**config.mk**
```make
export PLATFORM = sky130hd
export DESIGN_NAME = wave_table_loader
export DESIGN_NICKNAME = d
export VERILOG_FILES = /design/src/rtl/wave_table_loader.sv
export SDC_FILE = /design/constraint.sdc
export NUM_CORES = 1
export LEC_CHECK = 0
export BUFFER_PORTS_ARGS = -buffer_cell sky130_fd_sc_hd__buf_2
export CORE_AREA = 2 2 98 100
export CTS_CLUSTER_DIAMETER = 30
export DETAILED_ROUTE_END_ITERATION = 10
export DIE_AREA = 0 0 100 102
export PLACE_DENSITY_LB_ADDON = 0.25
export SYNTH_ARGS = -nofsm -noshare
export SYNTH_HDL_FRONTEND = slang
export SYNTH_SLANG_ARGS = --single-unit
```
**constraint.sdc**
```tcl
create_clock -name clk -period 2.8 [get_ports clk]
set_input_delay 0.56 -clock clk [delete_from_list [all_inputs] [get_ports clk]]
set_output_delay 0.56 -clock clk [all_outputs]
set_load 0.005 [all_outputs]
```
**src/rtl/wave_table_loader.sv**
```systemverilog
// wave_table_loader: assembles a little-endian byte stream into 16-bit samples
// and writes them to consecutive, wrapping addresses of the DDS waveform RAM.
// It also keeps a running checksum of the written samples and reports either
// completion (done) or an aborted/timed-out load (error).
module wave_table_loader #(
  parameter int ADDR_W      = 9,
  parameter int DATA_W      = 16,
  parameter int TIMEOUT_CYC = 65535
) (
  input  logic              clk,
  input  logic              rst_n,
  input  logic              load_start,
  input  logic [ADDR_W-1:0] base_addr,
  input  logic [ADDR_W:0]   word_count,
  input  logic              abort,
  input  logic [7:0]        s_data,
  input  logic              s_valid,
  output logic              s_ready,
  output logic              wave_wr_en,
  output logic [ADDR_W-1:0] wave_addr,
  output logic [DATA_W-1:0] wave_data,
  output logic              busy,
  output logic              done,
  output logic              error,
  output logic [15:0]       checksum
);

  // The timeout counter only has to reach TIMEOUT_CYC-1 before it fires.
  localparam int TW = (TIMEOUT_CYC < 2) ? 1 : $clog2(TIMEOUT_CYC + 1);
  localparam logic [TW-1:0]     TO_LAST   = TW'(TIMEOUT_CYC - 1);
  localparam logic [ADDR_W:0]   FULL_LOAD = (ADDR_W + 1)'(1 << ADDR_W);
  localparam logic [ADDR_W:0]   LAST_WORD = (ADDR_W + 1)'(1);

  typedef enum logic [1:0] {
    IDLE,
    LO,
    HI
  } state_t;

  state_t            state;
  logic [ADDR_W-1:0] ptr;
  logic [ADDR_W:0]   remaining;
  logic [7:0]        low_byte;
  logic [TW-1:0]     idle_cnt;
  logic              accept;
  logic [DATA_W-1:0] sample;

  assign accept = s_valid && s_ready;
  assign sample = {s_data, low_byte};

  // Loader FSM: abort beats a byte acceptance, and an accepted byte beats the timeout.
  always_ff @(posedge clk) begin
    if (!rst_n) begin
      state      <= IDLE;
      ptr        <= '0;
      remaining  <= '0;
      low_byte   <= '0;
      idle_cnt   <= '0;
      s_ready    <= 1'b0;
      wave_wr_en <= 1'b0;
      wave_addr  <= '0;
      wave_data  <= '0;
      busy       <= 1'b0;
      done       <= 1'b0;
      error      <= 1'b0;
      checksum   <= '0;
    end else begin
      wave_wr_en <= 1'b0;
      done       <= 1'b0;
      case (state)
        IDLE: begin
          if (load_start) begin
            state     <= LO;
            ptr       <= base_addr;
            remaining <= (word_count == '0) ? FULL_LOAD : word_count;
            checksum  <= '0;
            error     <= 1'b0;
            idle_cnt  <= '0;
            busy      <= 1'b1;
            s_ready   <= 1'b1;
          end
        end
        LO, HI: begin
          if (abort) begin
            state   <= IDLE;
            busy    <= 1'b0;
            s_ready <= 1'b0;
            error   <= 1'b1;
          end else if (accept) begin
            idle_cnt <= '0;
            if (state == LO) begin
              low_byte <= s_data;
              state    <= HI;
            end else begin
              wave_wr_en <= 1'b1;
              wave_addr  <= ptr;
              wave_data  <= sample;
              checksum   <= checksum + sample;
              ptr        <= ptr + 1'b1;
              remaining  <= remaining - 1'b1;
              if (remaining == LAST_WORD) begin
                state   <= IDLE;
                busy    <= 1'b0;
                s_ready <= 1'b0;
                done    <= 1'b1;
              end else begin
                state <= LO;
              end
            end
          end else if (idle_cnt == TO_LAST) begin
            state   <= IDLE;
            busy    <= 1'b0;
            s_ready <= 1'b0;
            error   <= 1'b1;
          end else begin
            idle_cnt <= idle_cnt + 1'b1;
          end
        end
        default: begin
          state   <= IDLE;
          busy    <= 1'b0;
          s_ready <= 1'b0;
        end
      endcase
    end
  end

endmodule

```
==> impl_metrics.yaml, run 1 <==
detailed_routing:
  vias: 4570
  drtIter0Drc: 196
  vias_per_cell: 5.76
  drc: 0
  routed_wl_um: 12000
  dr.pass1.iters: 4
  postRouteAntennaNets: 0
  wl_per_cell_um: 15.2
sta:
  fin_skew_ps: 9.43
  layout_min_cycle_time_ps: 2620
  timing.setup.tns_ps: 0
  fmaxAchievable_mhz: 382
  timing.slew.headroom_pct: 51.7
  fin_crit_sh_pct: 93.5
  rsz0062_at_grt: "no"
  tightestPinTransition_ps: 719
  finalSetupViolCount: 0
  hold_viol: 0
  whs_ps: 467
  maxSlewViolCount: 0
floorplan:
  core.rowCount: 35
  die_h_um: 102
  io_pins: 78
  initial_core_util_pct: 54.4
  core_area_sq_mm: 0.00911
  dieArea_sq_mm: 0.0102
  die_x_um: 100
synth:
  synth.top_cells.by_area: "dfxtp_1 36%, nand2_1 8.3%, a21boi_0 6.8%, ha_1 5.8%, o21ai_0 3.7%"
  syn_nets: 672
  synth_top_family_by_area: "simple AND/OR/NAND/NOR gates"
  yosys.area_share.simple_pct: 25.4
  ys_seq_elements: 90
  synthXorXnorAreaFrac_pct: 2.83
  yosysSeqAreaShare_pct: 36.3
  ys_warn_count: 0
  synthMuxAreaShare_pct: 1.82
  synth_edf_count: 0
  synth_area_per_cell_sq_um: 8.05
  synth_ff_type: "dfxtp_1"
  synth_adder_area_share_pct: 6.21
  synth_cell_types: 61
  synth_cells: 616
  synth_area_sq_mm: 0.00496
  synth_top_area_cell: "dfxtp_1"
  async_flop_share_pct: 0
  synth_top_area_share_pct: 36.3
  synth_compound_area_share_pct: 22.0
clocking:
  cts_buffers: 9
  cts_tree: "yes"
  root_buffer: "clkbuf_8"
  clk_pin_slew_ps: 100
  cts_sinks: 90
  cts_resized: 0
  cts_hold_buf: 0
  post_cts_buffers: 0
  clockBufferDepth: 2
  cts-htree-levels: 3
  insertion_delay_ps: 360
critical_path:
  critPathLaunchType: "register"
  cp.arrival_ps: 2870
  path_buf_inv: 2
  crit_path_end_kind: "register"
  worst_ep_required_time_ps: 3050
  cp_cell_sequence: "inv_1 -> ha_1 -> and2_1 -> or3_1 -> buf_4 -> a311oi_1 -> nand2_1"
  crit_path_max_incr_delay_ps: 650
  crit_fanout: 20
  crit_type: "register to register"
  cp_slowest_cell: "or3_1"
  cp_top_family: "simple AND/OR/NAND/NOR gates"
pwr:
  clkPwrFrac_pct: 37.8
  p_comb_share_pct: 19.7
  power.density_mw_per_mm2: 589
  p_leak_nw: 2.36
  p_sw_w: 0.000946
  switching_share_pct: 28.4
  ir_drop_v: 0.000353
  p_int_w: 0.00239
  seqPwrFrac_pct: 42.5
outcome:
  status: "finished clean"
flow_run:
  drv_cap: 0
place:
  portBuffers: 77
  placed_area_sq_mm: 0.00537
  globalplace.congestion: 0.876
  dp_hpwl_um: 8610
global_route:
  antenna_found_initial: 0
  gr-usage-all-layers_pct: 23.6
  grt_pass1_vias: 4240
  grt_max_degree: 75
  grt_overflow: 0
  grt_pass1_wl_um: 19600
layout:
  fin_nets: 734
  nFillCells: 818
  syn_to_final_growth_pct: 14.1
  final_cell_area_sq_mm: 0.00566
  regArea_sq_mm: 0.00180
  antenna_cells: 0
  drive_gt1_share_pct: 17.3
  multiInputGateArea_sq_mm: 0.00289
min_path:
  hold_path.class: "register to register"
[Yosys cell counts, drive strengths merged, types with 8 or more instances]
cell / n
nand4: 8
a21boi: 49
nand3: 29
ha: 23
inv: 22
xor2: 9
and2: 15
nor3: 15
or3: 9
dfxtp: 90
nand2: 109
o21ai: 38
mux2i: 9
clkbuf: 21
buf: 13
nor2: 33
nor2b: 13
a21oi: 23
[cells in the final DEF (no fill, tap or decap), types with 5 or more instances in the layout]
cell type  synthesis  final
a22oi_1            6      6
nor2_1            33     32
or3_1              7      7
and2_1            12     12
buf_4              2      9
o21ai_0           37     37
dfxtp_1           90     90
nand2b_1           7      7
ha_1              23     23
a31oi_1            7      7
clkbuf_8           2      9
nor2b_1           13     13
buf_2              7     77
mux2i_1            9      9
inv_1             22     22
nand4_1            7      7
nor3_1            15     14
nand3_1           29     29
nand2_1          109    109
o22ai_1            5      5
a21oi_1           22     22
nor4_1             5      5
xnor2_1            7      7
xor2_1             9      9
bufinv_16          0      5
a21boi_0          45     45
a21o_1             7      7
[power by group through the flow]
stage / clock network (W) / registers [W] / logic (W)
6_report: 0.00126 / 0.00142 / 0.000657
5_1_grt: 0.00132 / 0.00143 / 0.000733
3_5_place_dp: 0 / 0.00144 / 0.000646
2_1_floorplan: 0 / 0.00143 / 0.000505
4_1_cts: 0.00127 / 0.00142 / 0.000652
3_3_place_gp: 0 / 0.00144 / 0.000627
[worst paths after layout]
path / start / end / slack (ps) / depth (start not counted)
hold / removal: wave_addr[2] / wave_addr[2] / 470 / 2
setup reg to reg: state[0] / checksum[12] / 180 / 7
setup / recovery: state[0] / checksum[12] / 180 / 7
hold reg to reg: wave_addr[2] / wave_addr[2] / 470 / 2
[stage by stage]
step / cells / utilization (%) / worst slack [ps] / total power [W]
final: 794 / 62.1 / 183 / 0.00333
after global routing: 794 / 62.1 / 57.6 / 0.00348
after CTS: 794 / 62.1 / 239 / 0.00334
after detailed placement: 778 / 58.9 / 249 / 0.00209
after global placement: 778 / 58.9 / 312 / 0.00207
after floorplan: 616 / - / 576 / 0.00193
[sequential cells by signal (all words and copies together) (netlist names)]
register / cells
checksum: 16
idle_cnt: 16
wave_data: 16
remaining: 10
ptr: 9
wave_addr: 9
low_byte: 8
state: 2
busy: 1
done: 1
error: 1
wave_wr_en: 1
[metal layers]
metal	GRT usage [%]	vias up	wire length (um)
li1	-	2277	-
met1	30.7	2169	5560
met2	39.6	107	5710
met3	4.10	17	574
met4	8.64	0	189
met5	0	-	0
[final cells by class]
type	instances	share of cell area [%]
clock buffer	9	2.19
sequential	90	31.9
inverter	22	1.46
timing repair buffer	86	8.01
tap	111	2.46
multi-input combinational	469	51.1
clock inverter	7	2.90
[worst min-delay path, cell delays in order (launching register included)]
cell,delay [ps]
dfxtp_1,320
nand2_1,50
a21boi_0,60
[kinds of logic (layout without fill, tap and decap cells)]
logic type,Yosys count,count (layout)
muxes,9,9
and+or+nand+nor,258,258
DFF,90,90
xor gates and xnor gates,16,16
AOI/OAI and AO/OA,162,162
adders and majority gates,24,24
buffers and inverters,57,124
Power figures use the tool's default switching activity.
==> run 2: changes to the inputs <==
clock period = 3.2 ns   (was 2.8 ns; I/O delays follow)
==> impl_metrics.yaml, run 2 (synthesized netlist as in run 1, its figures left out) <==
outcome:
  status: "finished clean"
pwr:
  clkPwrFrac_pct: 30.6
  power.density_mw_per_mm2: 470
  p_comb_share_pct: 21.8
  p_int_w: 0.00178
  ir_drop_v: 0.000202
  p_sw_w: 0.000825
  seqPwrFrac_pct: 47.5
  switching_share_pct: 31.7
  p_leak_nw: 2.30
place:
  dp.cells: 775
  portBuffers: 77
  dp_hpwl_um: 8570
  globalplace.congestion: 0.838
clocking:
  cts_hold_buf: 0
  cts_resized: 0
  cts-htree-levels: 3
  root_buffer: "clkbuf_8"
  cts_sinks: 90
  clk_pin_slew_ps: 90
  cts_tree: "yes"
  post_cts_buffers: 0
  clockBufferDepth: 2
  cts_buffers: 9
  insertion_delay_ps: 360
min_path:
  hold_path.class: "register to register"
critical_path:
  crit_path_end_kind: "register"
  crit_fanout: 45
  crit_type: "register to register"
  cp_cell_sequence: "inv_1 -> ha_1 -> nor2b_1 -> a211o_1 -> or3_1 -> buf_4 -> nor2_1 -> a22oi_1 -> a21boi_0"
  cp_slowest_cell: "dfxtp_1"
  crit_path_max_incr_delay_ps: 380
  critPathLaunchType: "register"
  worst_ep_required_time_ps: 3490
  cp.arrival_ps: 2910
global_route:
  grt_overflow: 0
  gr-usage-all-layers_pct: 24.7
  grt_pass1_wl_um: 20500
  grt_max_degree: 52
  antenna_found_initial: 0
  grt_pass1_vias: 4352
layout:
  syn_to_final_growth_pct: 11.8
  final_cells: 790
  final_common_cell: "nand2_1"
  reg.largest.list: "checksum (16), idle_cnt (16), wave_data (16)"
  fin_nets: 731
  final_cell_mix: "109 x nand2_1, 90 x dfxtp_1, 77 x buf_2, 45 x a21boi_0, 37 x o21ai_0"
  antenna_cells: 0
  drive_gt1_share_pct: 16.8
sta:
  fmaxAchievable_mhz: 381
  layout_min_cycle_time_ps: 2630
  fin_skew_ps: 12.5
  maxSlewViolCount: 0
  fin_crit_sh_pct: 82.0
  timing.slew.headroom_pct: 49.9
  tightestPinTransition_ps: 747
  rsz0062_at_grt: "no"
  timing.setup.tns_ps: 0
  finalSetupViolCount: 0
  hold_viol: 0
detailed_routing:
  routed_wl_um: 12200
  wl_per_cell_um: 15.5
  dr.pass1.iters: 4
  drc: 0
  vias: 4568
  drtIter0Drc: 215
  postRouteAntennaNets: 0
  vias_per_cell: 5.78
floorplan:
  dieArea_sq_mm: 0.0102
  core_area_sq_mm: 0.00911
  die_x_um: 100
  die_h_um: 102
  core.rowCount: 35
  io_pins: 78
  initial_core_util_pct: 54.4
flow_run:
  drv_cap: 0
-- run 2: cell types whose count changed in the layout (fill, tap and decap cells not counted), sizes merged --
cell	before	now
bufinv	5	1
clkbuf	9	10
clkinvlp	0	2
buf	86	83
-- run 2: cell type report --
class | count | area (sq um)
inverter | 22 | 82.6
sequential | 90 | 1800
timing repair buffer | 83 | 430
multi-input combinational | 469 | 2890
tap | 111 | 139
clock inverter | 5 | 62.6
clock buffer | 10 | 138
fill | 848 | 3560
-- run 2: routing by layer --
metal | up-vias | track usage (%) | wire length (um)
li1 | 2277 | - | -
met1 | 2185 | 32.1 | 5740
met2 | 87 | 42.5 | 5870
met3 | 19 | 3.63 | 442
met4 | 0 | 8.01 | 194
met5 | - | 0 | 0
-- run 2: critical path: cells and delay by family, from the launching register on --
| family | cells | cell delay [ps] |
|---|---|---|
| AOI/OAI and AO/OA | 3 | 690 |
| adders and majority gates | 1 | 240 |
| buffers and inverters | 2 | 360 |
| DFF | 1 | 380 |
| and+or+nand+nor | 3 | 870 |
-- run 2: final timing paths --
path                                   start      endpoint  slack [ps]  cells past startpoint
worst max-delay path                state[0]        ptr[7]         570                      9
worst min register to register  wave_addr[1]  wave_addr[1]         460                      2
worst min-delay path            wave_addr[1]  wave_addr[1]         460                      2
worst max register to register      state[0]        ptr[7]         570                      9
-- run 2: through the flow --
step           utilization (%)  power [W]  worst slack (ps)  instance area [sq um]  hold WS (ps)
6_report                  60.9    0.00261               575                   5550           465
4_1_cts                   60.9    0.00261               604                   5550           470
2_1_floorplan                -    0.00169               976                   4960           454
5_1_grt                   60.9    0.00275               384                   5550           494
3_5_place_dp              58.7    0.00182               616                   5350           458
3_3_place_gp              58.7    0.00180               741                   5350           449
-- run 2: power groups by stage --
stage	clock [W]	sequential (W)	combinational [W]
after CTS	0.000811	0.00124	0.000564
after global placement	0	0.00126	0.000541
after detailed placement	0	0.00126	0.000560
after global routing	0.000859	0.00125	0.000638
after floorplan	0	0.00125	0.000442
final	0.000799	0.00124	0.000569
==> run 3: changes to the inputs <==
CORE_AREA = 2 2 101 103   (was 2 2 98 100)
DIE_AREA = 0 0 103 105   (was 0 0 100 102)
clock period = 2.4 ns   (was 3.2 ns; I/O delays follow)
==> impl_metrics.yaml, run 3 (synthesized netlist as in run 1, its figures left out) <==
clocking:
  cts-htree-levels: 3
  cts_sinks: 90
  cts_tree: "yes"
  cts_buffers: 9
  insertion_delay_ps: 360
  clockBufferDepth: 2
  cts_hold_buf: 0
  root_buffer: "clkbuf_8"
  clk_pin_slew_ps: 90
floorplan:
  initial_core_util_pct: 51.4
  die_x_um: 103
  io_pins: 78
  core.rowCount: 36
  dieArea_sq_mm: 0.0108
  core_area_sq_mm: 0.00964
  die_h_um: 105
place:
  dp_hpwl_um: 8880
  dp_slack_ps: -9.16
  globalplace.congestion: 0.879
  portBuffers: 77
min_path:
  hold_path.class: "input pin to register"
  hp-start: "s_data[0]"
global_route:
  gr-usage-all-layers_pct: 23.4
  grt_max_degree: 52
  grt_overflow: 0
  grt_pass1_wl_um: 20300
  grt_pass1_vias: 4277
  antenna_found_initial: 0
layout:
  fin_nets: 742
  final_cell_mix: "109 x nand2_1, 90 x dfxtp_1, 77 x buf_2, 45 x a21boi_0, 37 x o21ai_0"
  final_common_cell: "nand2_1"
  antenna_cells: 0
  reg.largest.list: "checksum (16), idle_cnt (16), wave_data (16)"
  syn_to_final_growth_pct: 15.5
  drive_gt1_share_pct: 18.8
detailed_routing:
  dr.pass1.iters: 4
  vias_per_cell: 5.57
  drc: 0
  postRouteAntennaNets: 0
  wl_per_cell_um: 14.9
  routed_wl_um: 12300
  vias: 4580
  drtIter0Drc: 240
pwr:
  ir_drop_v: 0.000397
  power.total_w: 0.00363
  power.density_mw_per_mm2: 635
  p_leak_nw: 2.38
sta:
  fin_skew_ps: 7.56
  timing.slew.headroom_pct: 62.5
  fmaxAchievable_mhz: 446
  maxSlewViolCount: 0
  fin_crit_sh_pct: 93.4
  layout_min_cycle_time_ps: 2240
  finalSetupViolCount: 0
  hold_viol: 0
  rsz0062_at_grt: "no"
  tightestPinTransition_ps: 562
  worst_slack_ps: 158
  timing.setup.tns_ps: 0
critical_path:
  crit_type: "register to register"
  worst_ep_required_time_ps: 2710
  startpoint: "state[1]"
  cp_cell_sequence: "inv_1 -> ha_1 -> nor2b_1 -> a211o_1 -> buf_4 -> nor3_2 -> buf_6 -> nand2_1 -> nor2_1 -> a221oi_1 -> nor2b_1"
  crit_path_end_kind: "register"
  crit_path_max_incr_delay_ps: 370
  crit_fanout: 20
  cp_slowest_cell: "dfxtp_1"
  cp.arrival_ps: 2550
  critPathLaunchType: "register"
  crit_path_frequent_cell: "nor2b_1"
  reg2reg_from: "state[1]"
flow_run:
  drv_cap: 0
outcome:
  status: "finished clean"
[run 3: changes by cell type in the layout (fill, tap and decap cells not counted), sizes merged]
cell / previous run / this run
clkinv: 1 / 0
buf: 83 / 94
bufinv: 1 / 2
clkbuf: 10 / 11
inv: 23 / 22
[run 3: area by class of cell]
class | instances | area [sq um]
well taps | 133 | 166
clock inverters | 4 | 75.1
inverters | 22 | 82.6
fillers | 934 | 3910
clock buffers | 11 | 151
repair buffers | 94 | 533
flip-flops and latches | 90 | 1800
multi-input cells | 469 | 2920
[run 3: report_power, final]
group	leakage [nW]	total, W	switching, W	internal (W)
clock	0.108	0.00118	0.000543	0.000638
combinational	1.54	0.000801	0.000467	0.000334
sequential	0.729	0.00165	0.0000844	0.00157
[run 3: what timing repair did]
| action | 4_1_cts | 5_1_grt |
|---|---|---|
| cloned | 0 | 0 |
| hold endpoints to repair | 0 | 0 |
| setup buffers | 0 | 1 |
| setup endpoints to repair | 3 | 33 |
| resized for setup | 1 | 6 |
[run 3: path summary, 6_finish.rpt]
kind | end | slack, ps | cells past startpoint
setup / recovery | remaining[4] | 160 | 11
hold / removal | wave_data[8] | 400 | 3
setup reg to reg | remaining[4] | 160 | 11
hold reg to reg | wave_data[0] | 470 | 2
[run 3: critical path: cells and delay by family, from the launching register on]
kind | cells | cell delay (ps)
AOI/OAI and AO/OA | 2 | 320
adders and majority gates | 1 | 230
DFF | 1 | 370
buffers and inverters | 3 | 510
and+or+nand+nor | 5 | 750
[run 3: routing by layer]
metal / part of all wire [%] / up-vias / wire length [um] / GRT usage [%]
met1: 45 / 2154 / 5570 / 31.2
li1: - / 2297 / - / -
met3: 4.1 / 22 / 504 / 3.14
met4: 2.5 / 0 / 308 / 9.30
met2: 48 / 107 / 5900 / 38.0
met5: 0 / - / 0 / 0
[run 3: metrics by stage]
stage | area [sq um] | hold WS [ps] | std cells | util [%]
6_report | 5730 | 397 | 823 | 59.4
3_3_place_gp | 5460 | 449 | 807 | 56.6
5_1_grt | 5730 | 398 | 823 | 59.4
4_1_cts | 5690 | 385 | 822 | 59.0
2_1_floorplan | 4960 | 454 | 616 | -
3_5_place_dp | 5460 | 458 | 807 | 56.6
